==> src/rtl/operand_fetch_pkg.sv <==
// Shared widths and helpers for the operand-fetch stage and its bypass muxes.
package operand_fetch_pkg;

   localparam int unsigned REG_W  = 5;
   localparam int unsigned DATA_W = 32;

   localparam logic [REG_W-1:0] ZERO_REG = 5'd0;

   function automatic logic is_zero_reg(input logic [REG_W-1:0] r);
      return r == ZERO_REG;
   endfunction

endpackage

==> src/rtl/operand_bypass.sv <==
// Merges one register-file read port with the previous cycle's writeback
// and the hardwired zero register.
module operand_bypass
   import operand_fetch_pkg::*;
(
   input  logic              zero_hardwired,
   input  logic [REG_W-1:0]  s1_reg,
   input  logic              lastwr_valid,
   input  logic [REG_W-1:0]  lastwr_reg,
   input  logic [DATA_W-1:0] lastwr_data,
   input  logic [DATA_W-1:0] rf_q,
   output logic [DATA_W-1:0] operand
);

   // The file returns the pre-write value when read and write share an edge,
   // so only the single most recent write needs forwarding.
   always_comb begin
      operand = rf_q;
      if (zero_hardwired && is_zero_reg(s1_reg)) begin
         operand = '0;
      end else if (lastwr_valid && (lastwr_reg == s1_reg)) begin
         operand = lastwr_data;
      end
   end

endmodule

==> src/rtl/operand_fetch.sv <==
// Decode-to-execute operand fetch: drives register-file read/write ports,
// absorbs the one-cycle read latency and bypasses the last writeback.
module operand_fetch
   import operand_fetch_pkg::*;
#(
   parameter int unsigned PAYLOAD_W          = 32,
   parameter bit          ZERO_REG_HARDWIRED = 1'b1
) (
   input  logic                 clock,
   input  logic                 reset,

   input  logic                 in_valid,
   output logic                 in_ready,
   input  logic [REG_W-1:0]     in_rs,
   input  logic [REG_W-1:0]     in_rt,
   input  logic [PAYLOAD_W-1:0] in_payload,
   input  logic                 flush,

   output logic                 out_valid,
   input  logic                 out_ready,
   output logic [DATA_W-1:0]    out_a,
   output logic [DATA_W-1:0]    out_b,
   output logic [PAYLOAD_W-1:0] out_payload,

   input  logic                 wb_valid,
   input  logic [REG_W-1:0]     wb_reg,
   input  logic [DATA_W-1:0]    wb_data,

   output logic                 rf_enable,
   output logic [REG_W-1:0]     rf_rdaddress_a,
   output logic [REG_W-1:0]     rf_rdaddress_b,
   output logic                 rf_wren,
   output logic [REG_W-1:0]     rf_wraddress,
   output logic [DATA_W-1:0]    rf_data,
   input  logic [DATA_W-1:0]    rf_qa,
   input  logic [DATA_W-1:0]    rf_qb
);

   localparam logic ZERO_HW = ZERO_REG_HARDWIRED;

   logic                 s1_valid;
   logic [REG_W-1:0]     s1_rs;
   logic [REG_W-1:0]     s1_rt;
   logic [PAYLOAD_W-1:0] s1_payload;

   logic                 lastwr_valid;
   logic [REG_W-1:0]     lastwr_reg;
   logic [DATA_W-1:0]    lastwr_data;

   logic                 accept;
   logic                 wren;

   assign in_ready = !s1_valid || out_ready;
   assign accept   = in_valid && in_ready;

   // Held registers are re-read every cycle so a stalled operand tracks
   // writebacks that land while execute is not ready.
   assign rf_rdaddress_a = accept ? in_rs : s1_rs;
   assign rf_rdaddress_b = accept ? in_rt : s1_rt;

   assign wren         = !reset && wb_valid && !(ZERO_HW && is_zero_reg(wb_reg));
   assign rf_enable    = !reset;
   assign rf_wren      = wren;
   assign rf_wraddress = wb_reg;
   assign rf_data      = wb_data;

   always_ff @(posedge clock) begin
      if (reset) begin
         s1_valid     <= 1'b0;
         s1_rs        <= '0;
         s1_rt        <= '0;
         s1_payload   <= '0;
         lastwr_valid <= 1'b0;
         lastwr_reg   <= '0;
         lastwr_data  <= '0;
      end else begin
         if (accept) begin
            s1_valid   <= 1'b1;
            s1_rs      <= in_rs;
            s1_rt      <= in_rt;
            s1_payload <= in_payload;
         end else if (flush || out_ready) begin
            s1_valid <= 1'b0;
         end
         lastwr_valid <= wren;
         lastwr_reg   <= wb_reg;
         lastwr_data  <= wb_data;
      end
   end

   assign out_valid   = s1_valid;
   assign out_payload = s1_payload;

   operand_bypass u_bypass_a (
      .zero_hardwired (ZERO_HW),
      .s1_reg         (s1_rs),
      .lastwr_valid   (lastwr_valid),
      .lastwr_reg     (lastwr_reg),
      .lastwr_data    (lastwr_data),
      .rf_q           (rf_qa),
      .operand        (out_a)
   );

   operand_bypass u_bypass_b (
      .zero_hardwired (ZERO_HW),
      .s1_reg         (s1_rt),
      .lastwr_valid   (lastwr_valid),
      .lastwr_reg     (lastwr_reg),
      .lastwr_data    (lastwr_data),
      .rf_q           (rf_qb),
      .operand        (out_b)
   );

endmodule

==> config.mk <==
export PLATFORM = sky130hd
export DESIGN_NAME = operand_fetch
export DESIGN_NICKNAME = d
export VERILOG_FILES = /design/src/rtl/operand_fetch_pkg.sv /design/src/rtl/operand_bypass.sv /design/src/rtl/operand_fetch.sv
export SDC_FILE = /design/constraint.sdc
export NUM_CORES = 1
export LEC_CHECK = 0
export BUFFER_PORTS_ARGS = -buffer_cell sky130_fd_sc_hd__clkbuf_2
export CORE_AREA = 2 2 140 87
export CTS_CLUSTER_SIZE = 10
export DETAILED_ROUTE_END_ITERATION = 6
export DIE_AREA = 0 0 142 89
export GPL_TIMING_DRIVEN = 0
export PLACE_DENSITY = 0.76
export RECOVER_POWER = 25
export SLEW_MARGIN = 20
export SYNTH_ARGS = -nofsm -noshare
export SYNTH_HDL_FRONTEND = slang
export SYNTH_SLANG_ARGS = --single-unit
==> constraint.sdc <==
create_clock -name clock -period 2.15 [get_ports clock]
set_input_delay 0.645 -clock clock [delete_from_list [all_inputs] [get_ports clock]]
set_output_delay 0.645 -clock clock [all_outputs]
set_load 0.02 [all_outputs]
==> summary.txt <==
Routing
  • Initial drt markers: between 150 and 200
  • DRC Markers: 0
  • Antenna Nets Post-Route: 0
  • Post-Route WL: ~15 mm
  • Routed len/inst: roughly 15 um
  • Vias: just under 5000
  • Pre-antenna DRT Iters: 5
  • Vias per cell: roughly 4.9

Min path
  • HP Class: reg2reg
  • Hold path cells: 2
  • Hold path endpoint: out_payload[26]
  • Hold Startpoint: out_payload[26]

Place
  • Detailed Place HPWL: ~12 mm
  • # placed instances: between 900 and 1000
  • Port bufs: approximately 290
  • Dpl ws: -0.381 ns
  • Routability cong.: ~0.85

Logic synthesis
  • Simple-gate share of the synthesized area: roughly a third
  • Mapped Nets: between 600 and 700
  • Syn Area/Cell: between 7 and 8 um2
  • Gate Count Post-Synth: around 540
  • Yosys cell types: 22
  • Seq/Total Area, Yosys: just under 40%
  • Post-synthesis mux area share: approximately 2.7%
  • Synth Area in Compound Gates: approximately an eighth
  • Seq cells post-synth: slightly above 80
  • Post-Synth XOR/XNOR Area: under 10%
  • Area share of fa/ha/maj cells after synthesis: 0%
  • Largest family of logic cells by synthesized area: simple AND/OR/NAND/NOR gates
  • Synth warn: 0
  • Post-Syn Area: about 4100 um2

GRT
  • Initial antenna violation count: 0
  • GRT Util Overall: 22.6%
  • Global-route wire length before repair: roughly 22 mm
  • Largest net degree at the start of global routing: 16
  • Grt ovf: 0
  • Vias in the first global route: between 4000 and 5000

Floorplan
  • Std cell rows: 30
  • Die Y: between 80 and 90 um
  • Full die area: between 10000 and 15000 um2
  • Top Ports: between 200 and 300
  • Initial core utilization: between 30% and 40%
  • Core area: around 11000 um2
  • Die width: ~140 um

Cells and area
  • Final nets: 1008
  • Most common cell after layout, fill and taps aside: clkbuf_2
  • Commonest cells after routing, fill and taps aside: clkbuf_2, nand2_1, dfxtp_1, nand4_1, buf_4
  • Area grow syn2layout: 58.5%
  • Share of layout cells above drive strength 1: ~49%
  • Fillers: around 1100
  • Finished Layout Cells: 1008
  • Ant diodes: 0

Timing
  • RSZ-0062 raised after global routing: yes
  • Worst slew pin tran: between 0.5 and 0.6 ns
  • Final total negative setup slack: -24.81 ns
  • WHS: between 0.4 and 0.5 ns
  • PnR worst setup slack: -0.414 ns
  • Min cycle time layout: 2.56 ns
  • Slew HR: a little under two thirds
  • Fin crit share: 119%
  • Setup-failing EPs final: 76
  • Final slew viol count: 0
  • Clk_skew: between 0.006 and 0.007 ns
  • Fin. Hold Viols: 0
  • Fmax: 390 MHz

Power
  • P_leak: around 3.3 nW
  • Sequential share of power: 34.6%
  • Switching share of power: between 30% and 40%
  • Internal power: around 3.2 mW
  • Power per Cell Area: about 730 nW/um2
  • Clock power share: 33.6%
  • Switch Pwr: 1.60 mW
  • Peak VDD IR: 0.341 mV
  • Combinational Power Share: about a third

CTS
  • Clk Latency, worst-skew pair: around 0.34 ns
  • Reg clk slew, reported paths: 0.07 ns
  • Cts hold-fix bufs: 0
  • H-tree depth: 3
  • TritonCTS Buffers: 9
  • Clock Sinks: 81
  • CTS Root Cell: clkbuf_16
  • CTS tree: yes
  • Clock buffer depth: 2

Setup path
  • R2R Setup Slk: 0.67 ns
  • Crit Path Category: reg2out
  • RR Startpoint: out_valid
  • Worst setup EP type: primary output
  • Cell count of the worst reg-to-reg path: 6
  • CP Max Fanout: 10
  • Critical path launch point type: register
  • Worst endpoint required time: 1.50 ns
  • Worst path arrival time: 1.92 ns
  • RR Endpoint: out_payload[31]

Outcome
  • Outcome: finished, violations left
  • Failing checks: negative setup slack

Job
  • Max cap viols: 0
-- critical path, stage by stage, from the launching register on --
cell and delay, ns:
dfxtp_2 0.35, xor2_2 0.19, nor4_4 0.28, buf_6 0.17, and2_4 0.20, buf_6 0.14, o21ai_0 0.09, clkbuf_2 0.17
-- cells by family after synthesis --
group	count (synthesis)
AND/OR/NAND/NOR	258
multiplexers	10
AO/OA/AOI/OAI	98
XOR/XNOR	10
flip-flops	81
buffers and inverters	87
-- cell type report --
cell class / instances / area (um2) / share of cell area (%)
Multi-Input combinational cell: 376 / 2090 / 31.9
Timing Repair Buffer: 307 / 1750 / 26.8
Sequential cell: 81 / 1630 / 24.9
Buffer: 83 / 582 / 8.88
Clock buffer: 10 / 239 / 3.65
Tap cell: 144 / 180 / 2.75
Clock inverter: 6 / 73.8 / 1.13
Inverter: 1 / 3.75 / 0.0573
-- timing repair --
action                                  CTS  global route
endpoints found under the setup margin   76            75
buffers inserted                          8             5
gates resized for setup                  85            89
pin swaps                                 3             3
-- layer usage --
metal,up-vias,global-route usage [%],share of wire (%)
li1,2452,-,-
met1,2260,30.6,47
met2,180,37.8,47
met3,13,4.61,5.6
met4,0,5.27,0.97
met5,-,0,0
-- per-stage QoR --
step / power [mW] / utilization, % / cell area, um2
after floorplan: 2.50 / - / 4160
after global placement: 3.02 / 51.8 / 5810
after detailed placement: 3.03 / 51.8 / 5810
after global routing: 4.98 / 58.4 / 6550
after CTS: 4.74 / 57.3 / 6430
final: 4.76 / 58.4 / 6550
-- Yosys cell counts, drive strengths merged --
| master | instances | area, um2 |
|---|---|---|
| a21oi | 32 | 160 |
| and2 | 15 | 93.8 |
| buf | 54 | 377 |
| clkbuf | 32 | 120 |
| dfxtp | 81 | 1620 |
| inv | 1 | 3.75 |
| mux2 | 10 | 113 |
| nand2 | 131 | 492 |
| nand2b | 1 | 13.8 |
| nand4 | 64 | 400 |
| nor2 | 5 | 18.8 |
| nor2b | 37 | 231 |
| nor3 | 2 | 10.0 |
| nor4 | 2 | 42.5 |
| o21ai | 64 | 320 |
| o311a | 2 | 20.0 |
| or3 | 1 | 6.26 |
| xnor2 | 2 | 17.5 |
| xor2 | 8 | 70.1 |
-- worst max path at each step --
stage	slack (ns)	startpoint	to
after floorplan	-0.04	out_ready	rf_rdaddress_a[0]
after global placement	-0.33	s1_rs[1]	out_a[23]
after detailed placement	-0.38	lastwr_reg[3]	out_a[20]
after CTS	-0.43	lastwr_reg[2]	out_a[11]
after global routing	-0.51	s1_rt[3]	out_b[20]
final	-0.41	s1_rt[2]	out_b[8]
-- power groups by stage --
| stage | logic, mW | clock network [mW] | registers [mW] |
|---|---|---|---|
| 3_3_place_gp | 1.34 | 0 | 1.67 |
| 6_report | 1.51 | 1.60 | 1.65 |
| 3_5_place_dp | 1.36 | 0 | 1.68 |
| 2_1_floorplan | 0.795 | 0 | 1.71 |
| 4_1_cts | 1.46 | 1.63 | 1.65 |
| 5_1_grt | 1.63 | 1.70 | 1.66 |
No activity file was read; power rests on OpenSTA's default activity.
